`src/rtl/audio_dma_pkg.sv`:
```
// Shared types and constants for the Wishbone audio DMA block.
package audio_dma_pkg;

    typedef enum logic [1:0] {
        IDLE  = 2'd0,
        REQ   = 2'd1,
        HOLD  = 2'd2,
        DRAIN = 2'd3
    } dma_state_t;

    localparam int          SAMPLE_W   = 8;
    localparam logic [3:0]  WB_SEL_ALL = 4'hF;

endpackage

```
`src/rtl/sync_fifo.sv`:
```
// Single-clock FIFO with first-word-fall-through read and synchronous flush.
module sync_fifo #(
    parameter int WIDTH = 8,
    parameter int DEPTH = 8
) (
    input  logic                     i_clk,
    input  logic                     i_rst,
    input  logic                     push,
    input  logic                     pop,
    input  logic                     flush,
    input  logic [WIDTH-1:0]         din,
    output logic [WIDTH-1:0]         dout,
    output logic [$clog2(DEPTH):0]   count,
    output logic                     full,
    output logic                     empty
);

    localparam int AW = $clog2(DEPTH);

    logic [WIDTH-1:0] r_mem [DEPTH];
    logic [AW-1:0]    r_wr_ptr;
    logic [AW-1:0]    r_rd_ptr;
    logic [AW:0]      r_count;
    logic             w_push;
    logic             w_pop;

    assign w_push = push && !full;
    assign w_pop  = pop && !empty;

    // Pointers are AW bits wide, so they wrap modulo DEPTH on their own.
    always_ff @(posedge i_clk) begin
        if (i_rst || flush) begin
            r_wr_ptr <= '0;
            r_rd_ptr <= '0;
            r_count  <= '0;
        end else begin
            if (w_push) r_wr_ptr <= r_wr_ptr + AW'(1);
            if (w_pop)  r_rd_ptr <= r_rd_ptr + AW'(1);
            case ({w_push, w_pop})
                2'b10:   r_count <= r_count + (AW+1)'(1);
                2'b01:   r_count <= r_count - (AW+1)'(1);
                default: r_count <= r_count;
            endcase
        end
    end

    always_ff @(posedge i_clk) begin
        if (w_push) r_mem[r_wr_ptr] <= din;
    end

    assign dout  = r_mem[r_rd_ptr];
    assign count = r_count;
    assign full  = (r_count == (AW+1)'(DEPTH));
    assign empty = (r_count == '0);

endmodule

```
`src/rtl/wb_audio_dma.sv`:
```
// Wishbone read master streaming 8-bit samples into a FIFO, played out as PWM.
// Define AUDIO_DMA_LOOP_EN to honour i_loop (restart from base after last word).
module wb_audio_dma
    import audio_dma_pkg::*;
#(
    parameter int clk_freq_hz    = 50000000,
    parameter int sample_rate_hz = 48000,
    parameter int FIFO_DEPTH     = 8
) (
    input  logic        i_clk,
    input  logic        i_rst,
    input  logic        i_start,
    input  logic [31:0] i_base_adr,
    input  logic [15:0] i_len,
    input  logic        i_loop,
    output logic        o_busy,
    output logic        o_done,
    output logic        o_err,
    output logic        o_underrun,
    output logic [31:0] o_wb_adr,
    output logic [31:0] o_wb_dat,
    output logic [3:0]  o_wb_sel,
    output logic        o_wb_we,
    output logic        o_wb_cyc,
    output logic        o_wb_stb,
    input  logic [31:0] i_wb_rdt,
    input  logic        i_wb_ack,
    input  logic        i_wb_err,
    output logic        o_pwm,
    output logic        o_aud_sd
);

    localparam int DIV = clk_freq_hz / sample_rate_hz;
    localparam int TW  = $clog2(DIV);
    localparam int CW  = $clog2(FIFO_DEPTH) + 1;

    dma_state_t            r_state;
    logic [31:0]           r_adr;
    logic [15:0]           r_remain;
    logic                  r_busy;
    logic                  r_done;
    logic                  r_err;
    logic                  r_cyc;
`ifdef AUDIO_DMA_LOOP_EN
    logic [31:0]           r_base;
    logic [15:0]           r_len;
    logic                  r_loop;
`endif

    logic [TW-1:0]         r_tick_cnt;
    logic [7:0]            r_pwm_cnt;
    logic [SAMPLE_W-1:0]   r_cur_sample;
    logic                  r_pwm;
    logic                  r_underrun;

    logic                  w_tick;
    logic                  w_push;
    logic                  w_pop;
    logic                  w_flush;
    logic                  w_last;
    logic [SAMPLE_W-1:0]   w_fifo_dout;
    logic [CW-1:0]         w_fifo_count;
    logic                  w_fifo_full;
    logic                  w_fifo_empty;
    logic                  w_unused;

    assign w_tick  = (r_tick_cnt == TW'(DIV - 1));
    assign w_push  = (r_state == REQ) && i_wb_ack && !i_wb_err;
    assign w_flush = (r_state == REQ) && i_wb_err;
    assign w_pop   = w_tick && !w_fifo_empty && !w_flush;
    assign w_last  = (r_remain == 16'd1);

    sync_fifo #(
        .WIDTH (SAMPLE_W),
        .DEPTH (FIFO_DEPTH)
    ) u_fifo (
        .i_clk (i_clk),
        .i_rst (i_rst),
        .push  (w_push),
        .pop   (w_pop),
        .flush (w_flush),
        .din   (i_wb_rdt[SAMPLE_W-1:0]),
        .dout  (w_fifo_dout),
        .count (w_fifo_count),
        .full  (w_fifo_full),
        .empty (w_fifo_empty)
    );

    always_ff @(posedge i_clk) begin
        if (i_rst) begin
            r_state  <= IDLE;
            r_adr    <= '0;
            r_remain <= '0;
            r_busy   <= 1'b0;
            r_done   <= 1'b0;
            r_err    <= 1'b0;
            r_cyc    <= 1'b0;
`ifdef AUDIO_DMA_LOOP_EN
            r_base   <= '0;
            r_len    <= '0;
            r_loop   <= 1'b0;
`endif
        end else begin
            r_done <= 1'b0;
            case (r_state)
                IDLE: begin
                    if (i_start) begin
                        r_err    <= 1'b0;
                        r_adr    <= {i_base_adr[31:2], 2'b00};
                        r_remain <= i_len;
`ifdef AUDIO_DMA_LOOP_EN
                        r_base   <= {i_base_adr[31:2], 2'b00};
                        r_len    <= i_len;
                        r_loop   <= i_loop;
`endif
                        if (i_len == 16'd0) begin
                            r_done <= 1'b1;
                        end else begin
                            r_busy  <= 1'b1;
                            r_cyc   <= 1'b1;
                            r_state <= REQ;
                        end
                    end
                end
                REQ: begin
                    if (i_wb_err) begin
                        r_err   <= 1'b1;
                        r_done  <= 1'b1;
                        r_busy  <= 1'b0;
                        r_cyc   <= 1'b0;
                        r_state <= IDLE;
                    end else if (i_wb_ack) begin
                        // HOLD doubles as the mandatory idle cycle between requests.
                        r_cyc <= 1'b0;
`ifdef AUDIO_DMA_LOOP_EN
                        if (w_last && r_loop) begin
                            r_adr    <= r_base;
                            r_remain <= r_len;
                            r_state  <= HOLD;
                        end else
`endif
                        if (w_last) begin
                            r_remain <= '0;
                            r_state  <= DRAIN;
                        end else begin
                            r_adr    <= r_adr + 32'd4;
                            r_remain <= r_remain - 16'd1;
                            r_state  <= HOLD;
                        end
                    end
                end
                HOLD: begin
                    if (w_fifo_count < CW'(FIFO_DEPTH)) begin
                        r_cyc   <= 1'b1;
                        r_state <= REQ;
                    end
                end
                DRAIN: begin
                    if (w_fifo_empty) begin
                        r_done  <= 1'b1;
                        r_busy  <= 1'b0;
                        r_state <= IDLE;
                    end
                end
                default: r_state <= IDLE;
            endcase
        end
    end

    // Playback counters run regardless of transfer state.
    always_ff @(posedge i_clk) begin
        if (i_rst) begin
            r_tick_cnt   <= '0;
            r_pwm_cnt    <= '0;
            r_cur_sample <= '0;
            r_pwm        <= 1'b0;
            r_underrun   <= 1'b0;
        end else begin
            r_tick_cnt <= w_tick ? '0 : r_tick_cnt + TW'(1);
            r_pwm_cnt  <= r_pwm_cnt + 8'd1;
            r_underrun <= w_tick && w_fifo_empty && r_busy;
            if (w_pop) r_cur_sample <= w_fifo_dout;
            r_pwm <= (r_pwm_cnt < r_cur_sample);
        end
    end

    assign o_busy     = r_busy;
    assign o_done     = r_done;
    assign o_err      = r_err;
    assign o_underrun = r_underrun;
    assign o_wb_adr   = r_adr;
    assign o_wb_dat   = 32'd0;
    assign o_wb_sel   = WB_SEL_ALL;
    assign o_wb_we    = 1'b0;
    assign o_wb_cyc   = r_cyc;
    assign o_wb_stb   = r_cyc;
    assign o_pwm      = r_pwm;
    assign o_aud_sd   = r_busy;

`ifdef AUDIO_DMA_LOOP_EN
    assign w_unused = &{1'b0, i_base_adr[1:0], i_wb_rdt[31:SAMPLE_W], w_fifo_full};
`else
    assign w_unused = &{1'b0, i_base_adr[1:0], i_wb_rdt[31:SAMPLE_W], w_fifo_full, i_loop};
`endif

endmodule

```
`config.mk`:
```
export PLATFORM = sky130hd
export DESIGN_NAME = wb_audio_dma
export DESIGN_NICKNAME = d
export VERILOG_FILES = /design/src/rtl/audio_dma_pkg.sv /design/src/rtl/sync_fifo.sv /design/src/rtl/wb_audio_dma.sv
export SDC_FILE = /design/constraint.sdc
export NUM_CORES = 1
export LEC_CHECK = 0
export ABC_CLOCK_PERIOD_IN_PS = 3600
export BUFFER_PORTS_ARGS = -buffer_cell sky130_fd_sc_hd__buf_2
export CELL_PAD_IN_SITES_DETAIL_PLACEMENT = 1
export CELL_PAD_IN_SITES_GLOBAL_PLACEMENT = 1
export CORE_MARGIN = 3
export CORE_UTILIZATION = 38
export CTS_BUF_LIST = sky130_fd_sc_hd__clkbuf_16
export DETAILED_ROUTE_END_ITERATION = 10
export PLACE_DENSITY = 0.85
export SYNTH_ARGS = -nofsm -noshare
export SYNTH_HDL_FRONTEND = slang
export SYNTH_SLANG_ARGS = --single-unit
```
`constraint.sdc`:
```
create_clock -name i_clk -period 3.6 [get_ports i_clk]
set_clock_uncertainty 0.05 [all_clocks]
set_input_delay 0.9 -clock i_clk [delete_from_list [all_inputs] [get_ports i_clk]]
set_output_delay 0.9 -clock i_clk [all_outputs]
set_load 0.01 [all_outputs]
```
# == Word-level counts from Yosys, hierarchy flattened ==
# Memory sizes are Yosys's and may differ from the RTL's. A register that Yosys moved wholly into a read port is not among the register bits.
# Index checks and enable logic that the tools add are counted.
# classes
addsub,8
magnitude_cmp,2
n_eq_ne,17
muxes,38
reduce_logical,28
# op_table
operator,n
32-bit 2-to-1 mux,4
16-bit 2-to-1 mux,4
32-bit case mux with 2 select lines,1
32-bit by 3-bit adder with 32-bit output (second input constant),1
16-bit case mux with 2 select lines,1
5-bit AND reduction,4
16-bit by 1-bit == test with 1-bit output (second input constant),1
16-bit zero test,1
1-bit 2-to-1 mux,16
16-bit by 1-bit subtractor with 16-bit output (second input constant),1
2-bit inequality test (second input constant),7
2-bit 2-to-1 mux,6
11-bit by 1-bit adder with 11-bit output (second input constant),1
11-bit == test (second input constant),1
1-bit logical AND,9
1-bit case mux with 3 select lines,3
8-bit by 1-bit adder with 8-bit output (second input constant),1
8-bit less-than comparator,1
2-bit case mux with 4 select lines,1
4-bit case mux with 2 select lines,1
3-bit by 1-bit adder with 3-bit output (second input constant),2
2-bit == test (second input constant),3
3-bit nonzero test,2
4-bit by 1-bit adder with 4-bit output (second input constant),1
15 further kinds,20
# totals
ff_bits,85
mem_bits_rw,64
inputBits,86
output_inout_bits,77
elab_cells,108
n_memories,1
# memory_table
memory,words,word_bits,read_ports,rd_clocked_by_memory_dff,wr,line_no,text
u_fifo.r_mem,8,8,1,1,1,sync_fifo.sv:20,logic [WIDTH-1:0] r_mem [DEPTH];

# == Logic depth before layout (Yosys ltp) ==
# Gate-level depths: netlist of run 1.
# depth
ltp_word,7
depth_mapped,13
ltp_nobuf,12

# == By module ==
# A second synthesis of run 1 with hierarchy kept.
# hier_totals
hier_cells,812
hier_area_um2,8220.4
# by_module_without_submodules
module,instances,cells_per_inst,area_per_inst_um2,seq_area_each_um2
wb_audio_dma,1,642,5049.8,1621.6
sync_fifo,1,170,3170.5,2182.1

# == Worst setup path after synthesis of run 1 ==
# OpenSTA, ideal clock, no wires.
# synth_timing
path_type,input to register
startpoint,in i_wb_err
endpoint,reg u_fifo.r_count[3] (netlist: u_fifo.count[3])
setup_ns,0.072
arrival_time_ns,3.305
t_required_ns,3.478
path_slack_ns,0.173
cell_stages,11
n_path_buf,1
cell_sequence,clkbuf_1 -> and4bb_2 -> a21boi_0 -> inv_1 -> ha_1 -> ha_1 -> a21o_1 -> a21oi_1 -> xnor2_1 -> or3_1 -> a21oi_1
# synth_via
elab_chain_len,6
elab_cells_between_ends,12
cone_classes,2 x eq/ne; 1 x mux; 9 x reduce/logical
# synth_lines
item,line_no,text
from (decl),wb_audio_dma.sv:28,"input logic i_wb_err,"
1-bit logical AND,wb_audio_dma.sv:69,assign w_flush = (r_state == REQ) && i_wb_err;
1-bit zero test,wb_audio_dma.sv:70,assign w_pop = w_tick && !w_fifo_empty && !w_flush;
1-bit logical AND,wb_audio_dma.sv:70,
1-bit logical AND,sync_fifo.sv:28,assign w_pop = pop && !empty;
2-bit by 1-bit == test with 1-bit output or 2-bit == test (tied branches),sync_fifo.sv:39,"case ({w_push, w_pop})"
4-bit case mux with 2 select lines or 2-bit nonzero test (tied branches),n/a,
to (signal assigned),sync_fifo.sv:40,2'b10: r_count <= r_count + (AW+1)'(1);
to (signal assigned),sync_fifo.sv:41,2'b01: r_count <= r_count - (AW+1)'(1);
to (signal assigned),sync_fifo.sv:42,default: r_count <= r_count;
to (decl),sync_fifo.sv:23,logic [AW:0] r_count;
# Several ways; a longest one is shown, not always the timed one.
# A chain may end at the register's enable or synchronous reset.

# == Final worst setup path of run 1 ==
# layout_timing
startpoint,reg r_tick_cnt[0]
endpoint,reg u_fifo.r_count[3] (netlist: u_fifo.count[3])
# layout_via
elab_chain_len,6
elab_cells_between_ends,8
cone_classes,3 x eq/ne; 1 x mux; 4 x reduce/logical
# layout_lines
item,line_no,text
from (decl),wb_audio_dma.sv:50,logic [TW-1:0] r_tick_cnt;
from (signal assigned),wb_audio_dma.sv:179,r_tick_cnt <= w_tick ? '0 : r_tick_cnt + TW'(1);
11-bit == test *,wb_audio_dma.sv:67,assign w_tick = (r_tick_cnt == TW'(DIV - 1));
1-bit logical AND * (2 in series),wb_audio_dma.sv:70,
1-bit logical AND *,sync_fifo.sv:28,
2-bit by 1-bit == test with 1-bit output or 2-bit == test (tied branches),sync_fifo.sv:39,
4-bit case mux with 2 select lines or 2-bit nonzero test (tied branches),n/a,
# Mark *: on every way between the ends. The rest lies on a longest branch, timed or not.

==> run metrics, run 1 <==
WL final 22200 um; Placed Area 0.00853 sq mm; Core Rows 52; Area contributors post-synth edfxtp_1 (24%), dfxtp_1 (23%), mux4_2 (4.6%); synth warn 0; Yosys top cell area share 24.4%; Layout fillers 2353; TritonCTS clock tree yes; most used cell, CP ha_1; critical path required time 3.90 ns; post-synthesis compound-gate area fraction 16.0%; commonest cells after routing, fill and taps aside buf_2 (96), dfxtp_1 (91), nor2_1 (69); postcts setup bufs 0; Max clock buf depth 2; CTS H-Tree Depth 4; DP HPWL 15100 um; post-synth top area cell edfxtp_1; Remaining Overflow, GRT 0; Top Ports 163; Synth Area in Adders 3.11%; CTS root buffer clkbuf_16; Worst-path clk slew 0.07 ns; via count 6545; worst hold path type reg -> reg; Non-Filler Instances 1170; Distinct cells, synth 74; Mapped Avg Cell Area 9.87 sq um; First-pass DRT Iterations 4; Crit. End Element flop; worst-margin pin slew 0.958 ns; status finished, final reports clean; sequential fraction of the synthesis area 47.5%; Port Buffers 96; antenna viol nets, final 0; critical path arrival 3.45 ns; layout cells sized above 1 21.3%; Die H 150 um; worst-path cell chain inv_1 -> ha_1 -> nor4b_1 -> nand4_1 -> a21oi_2 -> ha_1 -> ha_1 -> a21o_1 -> a21oi_1 -> xnor2_1 -> or3_1 -> a21oi_1; P per Cell Area 495 mW/mm^2; Post-Synthesis Cells 799; CTS resizes 0; total track usage 19.7%; post-route cell area 0.00916 sq mm; Post-Synth Simple-Gate Area 17.8%; # diodes 0; most common cell after layout, fill and taps aside buf_2; Finish-stage setup viols 0; CP peak stage delay 0.47 ns; RSZ-0062 raised after global routing false; Max-Slew Margin vs Limit 35.6%; Peak Freq 318 MHz; largest family of logic cells by synthesized area simple AND/OR/NAND/NOR gates; DRT iter0 DRCs 333; wire per inst 19.0 um; gpl congestion 0.887; Tcrit/Tclk final 87.3%; number of antenna violations at the first check in global routing 0; Core Region 0.0203 sq mm; initial core utilization 38.9%; total CTS buffers 17; Async S/R FF share, synth 0%; #FFs+latches synth 155; Crit Path Category reg -> reg; CTS sink cnt 155; P_leak 3.34 nW; Die Area 0.0225 sq mm; Layout area overhead 16.1%; DRC 0; CP max-delay cell nor4b_1; fin crit period 3.14 ns; largest net degree at the start of global routing 45; EDFF count, synth 64; mux cell area share after synthesis 5.71%; Post-Synth XOR/XNOR Area 2.22%; placed cell count 1138; vias in the first global route 6675; Critical Path Start Type flop; nets 992; crit-path max FO 6; Max Slew Vio Count 0; hold_buf cts 0; final hold violation count 0; first-pass GRT wire length 35200 um; worst IR drop on VDD 362 uV; drt via density 5.59; Main synth FF type dfxtp_1; die span in x 150 um; Synth Cell Area 0.00789 sq mm; Worst-Skew Late Latency 0.44 ns; max_cap viols 0; Setup TNS Final 0 ns
## state kept, by name (all words and copies together), names as in the netlist
register and count:
u_fifo.count 4, r_remain 16, o_err 1, o_done 1, r_state 2, u_fifo.r_rd_ptr 3
u_fifo.r_wr_ptr 3, r_cur_sample 8, o_wb_adr 30, o_wb_cyc 1, r_pwm_cnt 8, o_underrun 1
u_fifo.r_mem 64, o_aud_sd 1, o_pwm 1, r_tick_cnt 11
## per-stage QoR
step / worst slack, ns / utilization [%] / total power, W / hold slack (ns)
after floorplan: 0.173 / - / 0.00248 / 0.371
after global placement: 0.221 / 42.0 / 0.00265 / 0.386
after detailed placement: 0.119 / 42.0 / 0.00267 / 0.405
after CTS: 0.470 / 45.1 / 0.00454 / 0.421
after global routing: 0.217 / 45.1 / 0.00470 / 0.463
final: 0.457 / 45.1 / 0.00453 / 0.417
## path summary, 6_finish.rpt
kind | from | to | slack [ns] | cells after the start
max | r_tick_cnt[0]$_SDFF_PP0_ | u_fifo.count[3]$_SDFFE_PP0P_ | 0.46 | 12
min | r_pwm_cnt[0]$_SDFF_PP0_ | r_pwm_cnt[0]$_SDFF_PP0_ | 0.42 | 1
max reg2reg | r_tick_cnt[0]$_SDFF_PP0_ | u_fifo.count[3]$_SDFFE_PP0P_ | 0.46 | 12
min reg2reg | r_pwm_cnt[0]$_SDFF_PP0_ | r_pwm_cnt[0]$_SDFF_PP0_ | 0.42 | 1
## per-layer routing
| layer | vias up | wire (um) | global-route usage [%] |
|---|---|---|---|
| met3 | 21 | 1190 | 3.60 |
| met4 | 0 | 292 | 5.26 |
| li1 | 3074 | - | - |
| met5 | - | 0 | 0 |
| met1 | 3273 | 9580 | 25.0 |
| met2 | 177 | 11100 | 34.6 |
## worst max-delay path: cells and delay by family (launching register included)
| family | cells | cell delay (ns) |
|---|---|---|
| AND/OR/NAND/NOR | 3 | 1.12 |
| AO/OA/AOI/OAI | 4 | 0.73 |
| adder cells (fa/ha/maj) | 3 | 0.62 |
| flip-flops | 1 | 0.37 |
| XOR/XNOR | 1 | 0.10 |
| buffers and inverters | 1 | 0.08 |
## synth_stat cells, types with 3 or more instances
cell type,n
xor2_1,14
a21oi_1,63
nor3b_1,3
dfxtp_1,91
and3_1,8
nor2b_1,6
edfxtp_1,64
a21o_1,6
o22ai_1,4
a32o_1,3
ha_1,18
o31ai_1,8
buf_1,9
and4_1,3
nand3_1,29
o32ai_1,7
or3_1,9
a221oi_1,3
nor3_1,31
buf_2,8
inv_1,23
nand4_1,12
and2_1,3
nand2b_1,5
a211oi_1,21
nand4b_1,3
a31o_2,3
xnor2_1,6
a31oi_1,7
clkbuf_1,29
buf_4,41
nand2_1,53
or4_1,6
o21ai_0,42
mux2i_1,9
nor4_1,15
nor2_1,69
nor4b_1,4
mux4_2,16
## layout make-up
type,count,area (sq um),share of cell area [%]
well taps,270,338,3.69
repair buffers,121,668,7.30
multi-input cells,568,3690,40.3
clock inverters,15,201,2.20
clock buffers,17,425,4.65
inverters,24,90.1,0.984
flip-flops and latches,155,3740,40.9
## power by group
part | switching, W | internal, W | total (W)
Sequential | 0.000105 | 0.00190 | 0.00201
Clock | 0.000918 | 0.000963 | 0.00188
Combinational | 0.000399 | 0.000243 | 0.000642
## logic make-up (layout without fill, tap and decap cells)
kind of cell	after synthesis	count (layout)
multiplexers	25	25
other	2	39
adder cells (fa/ha/maj)	19	19
AND/OR/NAND/NOR	271	271
flip-flops	155	155
XOR/XNOR	20	20
AO/OA/AOI/OAI	194	194
buffers and inverters	113	177
Power figures use the tool's default switching activity.
==> run 2, diff against run 1 <==
Settings changed: REMOVE_ABC_BUFFERS set to 1.
==> run metrics, run 2 (synthesis results as in run 1) <==
vias in the first global route 6436 (was 6675); Worst-Skew Late Latency 0.44 ns (about the same); antenna viol nets, final 0 (unchanged); Layout area overhead 15.8% (was 16.1%); Port Buffers 96 (unchanged); Critical Path Start Type flop (unchanged); critical path required time 3.91 ns (was 3.90 ns); CTS resizes 0 (unchanged); final hold violation count 0 (unchanged); Worst-path clk slew 0.07 ns (about the same); TritonCTS clock tree yes (unchanged); CTS root buffer clkbuf_16 (unchanged); DRC 0 (unchanged); first-pass GRT wire length 34200 um (was 35200 um); Finish-stage setup viols 0 (unchanged); wire per inst 18.2 um (was 19.0 um); Core Util, Final 45.0% (was 45.1%); total CTS buffers 17 (unchanged); hold_buf cts 0 (unchanged); # diodes 0 (unchanged); Crit Path Category reg -> reg (unchanged); gpl congestion 0.832 (was 0.887); Top Ports 163 (unchanged); Max Slew Vio Count 0 (unchanged); critical path arrival 3.39 ns (was 3.45 ns); worst hold path type reg -> reg (unchanged); CTS sink cnt 155 (unchanged); Tot Pwr 0.00446 W (was 0.00453 W); P_leak 3.32 nW (was 3.34 nW); via count 6466 (was 6545); die span in x 150 um (unchanged); Die H 150 um (unchanged); fin crit period 3.08 ns (was 3.14 ns); Core Rows 52 (unchanged); CTS H-Tree Depth 4 (unchanged); Peak Freq 325 MHz (was 318 MHz); Die Area 0.0225 sq mm (unchanged); initial core utilization 38.9% (unchanged); RSZ-0062 raised after global routing false (unchanged); postcts setup bufs 0 (unchanged); Crit. End Element flop (unchanged); Remaining Overflow, GRT 0 (unchanged); CP max-delay cell dfxtp_1 (was nor4b_1); total track usage 19.1% (was 19.7%); status finished, final reports clean (unchanged); Core Region 0.0203 sq mm (unchanged); nets 991 (was 992); commonest cells after routing, fill and taps aside buf_2 (96), dfxtp_1 (91), nor2_1 (69) (unchanged); most common cell after layout, fill and taps aside buf_2 (unchanged); worst-path cell chain and4bb_2 -> a21boi_0 -> inv_1 -> ha_1 -> ha_1 -> a21o_1 -> a21oi_1 -> xnor2_1 -> or3_1 -> a21oi_1 (was inv_1 -> ha_1 -> nor4b_1 -> nand4_1 -> a21oi_2 -> ha_1 -> ha_1 -> a21o_1 -> a21oi_1 -> xnor2_1 -> or3_1 -> a21oi_1); Max-Slew Margin vs Limit 40.7% (was 35.6%); pre-CTS WS 0.0880 ns (was 0.119 ns); drt via density 5.53 (was 5.59); Max clock buf depth 2 (unchanged); Layout fillers 2339 (was 2353); Tcrit/Tclk final 85.6% (was 87.3%); DRT iter0 DRCs 397 (was 333); number of antenna violations at the first check in global routing 0 (unchanged); post-route setup slack 0.519 ns (was 0.457 ns); First-pass DRT Iterations 4 (unchanged); WL final 21200 um (was 22200 um); worst-margin pin slew 0.890 ns (was 0.958 ns); number of flip-flops in the largest register 64 (unchanged); layout cells sized above 1 21.2% (was 21.3%); worst IR drop on VDD 364 uV (was 362 uV); largest net degree at the start of global routing 46 (was 45); CP peak stage delay 0.59 ns (was 0.47 ns); max_cap viols 0 (unchanged); crit-path max FO 12 (was 6); P per Cell Area 488 mW/mm^2 (was 495 mW/mm^2); DP HPWL 14900 um (was 15100 um); Largest Register u_fifo.r_mem (unchanged)
run 2: cell types whose count changed in the layout (fill, tap and decap cells not counted), sizes merged:
cell,previous run,this run
clkinvlp,0,2
inv,32,30
buf,121,120
run 2: report_power, final:
part	switching, W	total [W]	leakage (nW)	internal (W)
Combinational	0.000394	0.000638	1.71	0.000245
Clock	0.000875	0.00182	0.289	0.000940
Sequential	0.000102	0.00200	1.32	0.00190
Total	0.00137	0.00446	3.32	0.00309
run 2: cell type report:
class | instances | area, sq um | share of cell area, %
timing repair buffer | 120 | 661 | 7.23
sequential | 155 | 3740 | 41.0
clock inverter | 15 | 184 | 2.01
tap | 270 | 338 | 3.70
multi-input combinational | 568 | 3690 | 40.4
clock buffer | 17 | 425 | 4.66
inverter | 24 | 90.1 | 0.986
run 2: final timing paths:
path | startpoint | cells past startpoint | end | slack (ns)
max | r_state[0]$_SDFFE_PP0P_ | 10 | u_fifo.count[3]$_SDFFE_PP0P_ | 0.52
min | r_pwm_cnt[0]$_SDFF_PP0_ | 1 | r_pwm_cnt[0]$_SDFF_PP0_ | 0.42
max reg2reg | r_state[0]$_SDFFE_PP0P_ | 10 | u_fifo.count[3]$_SDFFE_PP0P_ | 0.52
min reg2reg | r_pwm_cnt[0]$_SDFF_PP0_ | 1 | r_pwm_cnt[0]$_SDFF_PP0_ | 0.42
run 2: worst max-delay path: cells and delay by family, from the launching register on:
family,cells,cell delay (ns)
AOI/OAI and AO/OA,4,0.86
xor gates and xnor gates,1,0.09
adders and majority gates,2,0.56
buffers and inverters,1,0.21
DFF,1,0.59
and+or+nand+nor,2,0.65
run 2: routing by layer:
metal | GRT usage, % | wire length, um | vias up
li1 | - | - | 3077
met1 | 24.5 | 9290 | 3191
met2 | 32.6 | 10500 | 168
met3 | 3.54 | 1110 | 30
met4 | 6.54 | 380 | 0
met5 | 0 | 0 | -
run 2: per-stage QoR:
stage	hold WS, ns	instance area, sq um	cells	setup TNS [ns]
6_report	0.419	9130	1169	0
3_3_place_gp	0.386	8520	1137	0
5_1_grt	0.443	9130	1169	0
3_5_place_dp	0.405	8520	1137	0
4_1_cts	0.422	9130	1169	0
2_1_floorplan	0.371	7510	747	-0.583
